$ cat config.mk
export PLATFORM = sky130hd
export DESIGN_NAME = mem_port_arbiter
export DESIGN_NICKNAME = d
export VERILOG_FILES = /design/src/rtl/mem_port_arbiter_pkg.sv /design/src/rtl/mem_arb_priority.sv /design/src/rtl/mem_port_arbiter.sv
export SDC_FILE = /design/constraint.sdc
export NUM_CORES = 1
export LEC_CHECK = 0
export ABC_AREA = 1
export ABC_CLOCK_PERIOD_IN_PS = 1800
export CAP_MARGIN = 20
export CORE_MARGIN = 2
export CORE_UTILIZATION = 39
export DETAILED_ROUTE_END_ITERATION = 12
export GPL_TIMING_DRIVEN = 1
export MAX_ROUTING_LAYER = met4
export PLACE_DENSITY = 0.8
export SYNTH_ARGS = -nofsm -noshare
export SYNTH_HDL_FRONTEND = slang
export SYNTH_SLANG_ARGS = --single-unit
$ cat constraint.sdc
create_clock -name clk -period 1.8 [get_ports clk]
set_input_delay 0.36 -clock clk [delete_from_list [all_inputs] [get_ports clk]]
set_output_delay 0.36 -clock clk [all_outputs]
set_load 0.02 [all_outputs]
$ cat src/rtl/mem_port_arbiter_pkg.sv
// Shared types and defaults for the three-port memory arbiter.
package mem_port_arbiter_pkg;
  localparam int AW_DEF           = 16;
  localparam int DW_DEF           = 16;
  localparam int STARVE_LIMIT_DEF = 15;

  typedef enum logic [1:0] {IDLE, ACCESS, WAIT, DONE} state_t;

  localparam logic [1:0] GNT_NONE  = 2'b00;
  localparam logic [1:0] GNT_DATA  = 2'b01;
  localparam logic [1:0] GNT_FETCH = 2'b10;
  localparam logic [1:0] GNT_LOAD  = 2'b11;
endpackage

$ cat src/rtl/mem_arb_priority.sv
// Winner select: data > fetch > loader, loader forced when it has starved.
module mem_arb_priority
  import mem_port_arbiter_pkg::*;
(
  input  logic       d_req,
  input  logic       f_req,
  input  logic       l_req,
  input  logic       starve,
  output logic [1:0] grant
);
  always_comb begin
    grant = GNT_NONE;
    if (l_req && starve) grant = GNT_LOAD;
    else if (d_req)      grant = GNT_DATA;
    else if (f_req)      grant = GNT_FETCH;
    else if (l_req)      grant = GNT_LOAD;
  end
endmodule

$ cat src/rtl/mem_port_arbiter.sv
// Arbitrates data, fetch and loader ports onto one RAM with a fixed
// four-cycle IDLE/ACCESS/WAIT/DONE access sequence.
module mem_port_arbiter
  import mem_port_arbiter_pkg::*;
#(
  parameter int AW           = AW_DEF,
  parameter int DW           = DW_DEF,
  parameter int STARVE_LIMIT = STARVE_LIMIT_DEF
)(
  input  logic          clk,
  input  logic          rst_n,
  input  logic          d_req,
  input  logic          d_we,
  input  logic [AW-1:0] d_addr,
  input  logic [DW-1:0] d_wdata,
  output logic          d_ack,
  input  logic          f_req,
  input  logic [AW-1:0] f_addr,
  output logic          f_ack,
  input  logic          l_req,
  input  logic          l_we,
  input  logic [AW-1:0] l_addr,
  input  logic [DW-1:0] l_wdata,
  output logic          l_ack,
  output logic [DW-1:0] rdata,
  output logic [AW-1:0] ram_address,
  output logic [DW-1:0] ram_data,
  output logic          ram_wren,
  input  logic [DW-1:0] ram_q,
  output logic          busy,
  output logic [1:0]    grant_id
);
  state_t        state, state_nxt;
  logic [7:0]    starve_cnt;
  logic          starve, any_req;
  logic [1:0]    winner;
  logic [AW-1:0] sel_addr;
  logic [DW-1:0] sel_data;
  logic          sel_we;

  assign any_req = d_req | f_req | l_req;
  assign starve  = (starve_cnt == 8'(STARVE_LIMIT));

  mem_arb_priority u_prio (
    .d_req  (d_req),
    .f_req  (f_req),
    .l_req  (l_req),
    .starve (starve),
    .grant  (winner)
  );

  // Fetch is read-only, so it leaves ram_data as it was.
  always_comb begin
    sel_addr = f_addr;
    sel_data = ram_data;
    sel_we   = 1'b0;
    case (winner)
      GNT_DATA: begin sel_addr = d_addr; sel_data = d_wdata; sel_we = d_we; end
      GNT_LOAD: begin sel_addr = l_addr; sel_data = l_wdata; sel_we = l_we; end
      default: ;
    endcase
  end

  always_ff @(posedge clk) begin
    if (!rst_n) state <= IDLE;
    else        state <= state_nxt;
  end

  always_comb begin
    state_nxt = state;
    busy      = (state != IDLE);
    d_ack     = 1'b0;
    f_ack     = 1'b0;
    l_ack     = 1'b0;
    case (state)
      IDLE:    if (any_req) state_nxt = ACCESS;
      ACCESS:  state_nxt = WAIT;
      WAIT:    state_nxt = DONE;
      DONE: begin
        state_nxt = IDLE;
        d_ack     = (grant_id == GNT_DATA);
        f_ack     = (grant_id == GNT_FETCH);
        l_ack     = (grant_id == GNT_LOAD);
      end
      default: state_nxt = IDLE;
    endcase
  end

  always_ff @(posedge clk) begin
    if (!rst_n) begin
      ram_address <= '0;
      ram_data    <= '0;
      ram_wren    <= 1'b0;
      rdata       <= '0;
      grant_id    <= GNT_NONE;
      starve_cnt  <= 8'd0;
    end else begin
      case (state)
        IDLE: begin
          if (!l_req) starve_cnt <= 8'd0;
          if (any_req) begin
            grant_id    <= winner;
            ram_address <= sel_addr;
            ram_data    <= sel_data;
            ram_wren    <= sel_we;
            // Only loses with l_req high count toward starvation.
            if (winner == GNT_LOAD)  starve_cnt <= 8'd0;
            else if (l_req && !starve) starve_cnt <= starve_cnt + 8'd1;
          end
        end
        ACCESS: ram_wren <= 1'b0;
        WAIT:   rdata    <= ram_q;
        DONE:   grant_id <= GNT_NONE;
        default: ;
      endcase
    end
  end
endmodule

==> impl_metrics.csv <==
group,metric,value,unit
route,route.detailed.drc,0,
final_layout,diodes,0,
sta,final-setup-viol-count,0,
yosys,synth_common_cells,"61 x dfxtp_1, 59 x nand3_1, 52 x nor2_1",
setup_path,cp_max_fo,5,
global_routing,grt_pass1_wl,16200,um
setup_path,arrival,1.35,ns
yosys,synth_xor_xnor_area_share,1.18,%
placed_design,gp_congestion,0.854,
setup_path,required,1.44,ns
floorplanning,dieHeight,91.1,um
sta,hold_viol_final,0,
clocking,clk_pin_slew,0.07,ns
floorplanning,initial_core_util,40.6,%
yosys,synth_top_family_by_area,"simple AND/OR/NAND/NOR gates",
clocking,clk_path_buf_depth,2,
yosys,syn_avg_cell_area,7.17,um^2
power_and_ir_drop,p_leak,0.00206,uW
sta,finClkSkew,0.00727,ns
sta,layout_setup_ws,0.0892,ns
global_routing,grt_overflow,0,
yosys,ys_ff_latch,61,
placed_design,port_buffers,157,
setup_path,endpoint_kind,"output pin",
floorplanning,die_x,91.1,um
setup_path,critPathKind,"register to output pin",
clocking,cts_tree,"done",
placed_design,dp_hpwl,7190,um
placed_design,pre_cts_ws,-0.243,ns
yosys,netlist_instances,413,
floorplanning,rows,31,
final_layout,drive_gt1_share,10.1,%
final_layout,fin_util,68.8,%
clocking,insertion_delay,0.34,ns
floorplanning,io-pin-count,158,
yosys,syn_nets,521,
global_routing,grt.total_usage,24.7,%
yosys,netlist_area,2960,um^2
route,wire_per_inst,14.9,um
sta,max_freq,0.585,GHz
global_routing,grt_max_degree,34,
yosys,seq_area_frac_synth,41.3,%
final_layout,area_growth,69.4,%
sta,slew_viol_final,0,
floorplanning,core,7290,um^2
sta,finalCriticalPeriod,1.71,ns
floorplanning,fp.dieArea,8300,um^2
yosys,ys.flop_type,"dfxtp_1",
yosys,yosys.area.top_type,"dfxtp_1",
route,drt_iter0_markers,106,
global_routing,grt_pass1_vias,3353,
clocking,htreeDepth,3,
final_layout,regArea,1220,um^2
sta,rsz0062_at_grt,"yes",
sta,tightest_slew,0.462,ns
global_routing,antenna_found_initial,0,
route,viasPerCell,5.10,
sta,maxSlewHeadroom,69.2,%
final_layout,nFillCells,607,
yosys,synth-warning-count,0,
route,drt-pass1-iter-count,4,
power_and_ir_drop,pwr_density_cell,1220,nW/um^2
yosys,synth.mux.area_fraction,0,%
yosys,yosysTopAreaCellShare,41.3,%
sta,period_share,95.0,%
yosys,ys_async_sr_fraction,0,%
route,vias,3496,
yosys,yosysMostFrequentCell,"dfxtp_1",
yosys,synth-edff-count,0,
yosys,synth-simple-area-share,24.6,%
job,cap_violations,0,
power_and_ir_drop,irDropWorstVdd,0.736,mV
yosys,synth_compound_area_share,21.9,%
setup_path,cp-start-kind,"register",
yosys,synthAdderAreaFrac,2.11,%
hold_path,holdCritPathClass,"register to register",
power_and_ir_drop,power,6140,uW
clocking,cts_root_buffer,"clkbuf_8",
clocking,cts_buffers,9,
yosys,synth_cell_types,30,
yosys,synth_top_cells_by_area,"dfxtp_1 41%, nand3_1 10%, a21oi_1 7.6%",
clocking,cts.sinks,61,
run_status,status,"finished clean",
final_layout,multi_input_area,1490,um^2
route,antenna_left,0,
route,wl,10200,um
final_layout,finalNetCount,689,
[through the flow]
stage | setup TNS, ns | instance area [um^2] | hold slack [ns] | instances
final | 0 | 5020 | 0.503 | 685
after global placement | -4.52 | 4730 | 0.475 | 664
after detailed placement | -6.17 | 4730 | 0.486 | 664
after floorplan | 0 | 2960 | 0.468 | 413
after global routing | -0.141 | 5020 | 0.530 | 685
after CTS | 0 | 4940 | 0.509 | 680
[flip-flops by register name, summed over array words and instances (netlist names)]
signal / count
ram_address: 16
ram_data: 16
rdata: 16
starve_cnt: 8
grant_id: 2
state: 2
ram_wren: 1
[worst max-delay path, stage by stage, from the launching register on]
cell and delay, ns:
dfxtp_1 0.38, ha_1 0.18, inv_1 0.09, nor3_1 0.18, buf_4 0.18
[routing by layer]
metal / vias up / track usage (%) / part of all wire [%]
li1: 1722 / - / -
met1: 1606 / 29.4 / 42
met2: 147 / 41.4 / 49
met3: 21 / 6.22 / 7.6
met4: 0 / 7.07 / 1.9
met5: - / - / 0
[kinds of logic after synthesis]
group,count (synthesis)
simple gates,163
flops,61
buf+inv,60
xor+xnor,4
compound gates,120
fa+ha+maj,5
[repair_timing]
| action | 4_1_cts | 5_1_grt |
|---|---|---|
| setup buffers | 0 | 3 |
| gates resized for setup | 16 | 12 |
| hold buffers | 0 | 0 |
| setup endpoints to repair | 4 | 40 |
| gates cloned | 0 | 2 |
| pin swaps | 0 | 2 |
[report_power, final]
group	switching [uW]	internal, uW
Combinational	1470	1350
Sequential	202	1730
Clock	536	851
[worst paths after layout]
kind                                   start                        to  slack [ns]  cells past startpoint
hold reg to reg        rdata[2]$_SDFFE_PN0P_     rdata[2]$_SDFFE_PN0P_        0.50                      2
hold / removal         rdata[2]$_SDFFE_PN0P_     rdata[2]$_SDFFE_PN0P_        0.50                      2
setup / recovery       state[1]$_SDFFE_PN0P_                     l_ack        0.09                      4
setup reg to reg  starve_cnt[1]$_SDFFE_PN0P_  ram_data[7]$_SDFFE_PN0P_        0.09                      8
[placed cells by master, fill, tap and decap left out, drive strengths merged, types with 3 or more instances in the layout]
master	n
nand2	42
nand4	3
nor2	54
dfxtp	61
ha	5
clkbuf	14
buf	28
inv	34
clkdlybuf4s50	153
nand3	59
nor3	3
o21ai	70
a21oi	47
[cell type report]
class / count / share of cell area [%]
well taps: 99 / 2.47
clock buffers: 12 / 3.09
clock inverters: 4 / 1.40
inverters: 34 / 2.54
multi-input cells: 292 / 29.7
flip-flops and latches: 61 / 24.4
repair buffers: 183 / 36.4
No activity file was read; power rests on OpenSTA's default activity.
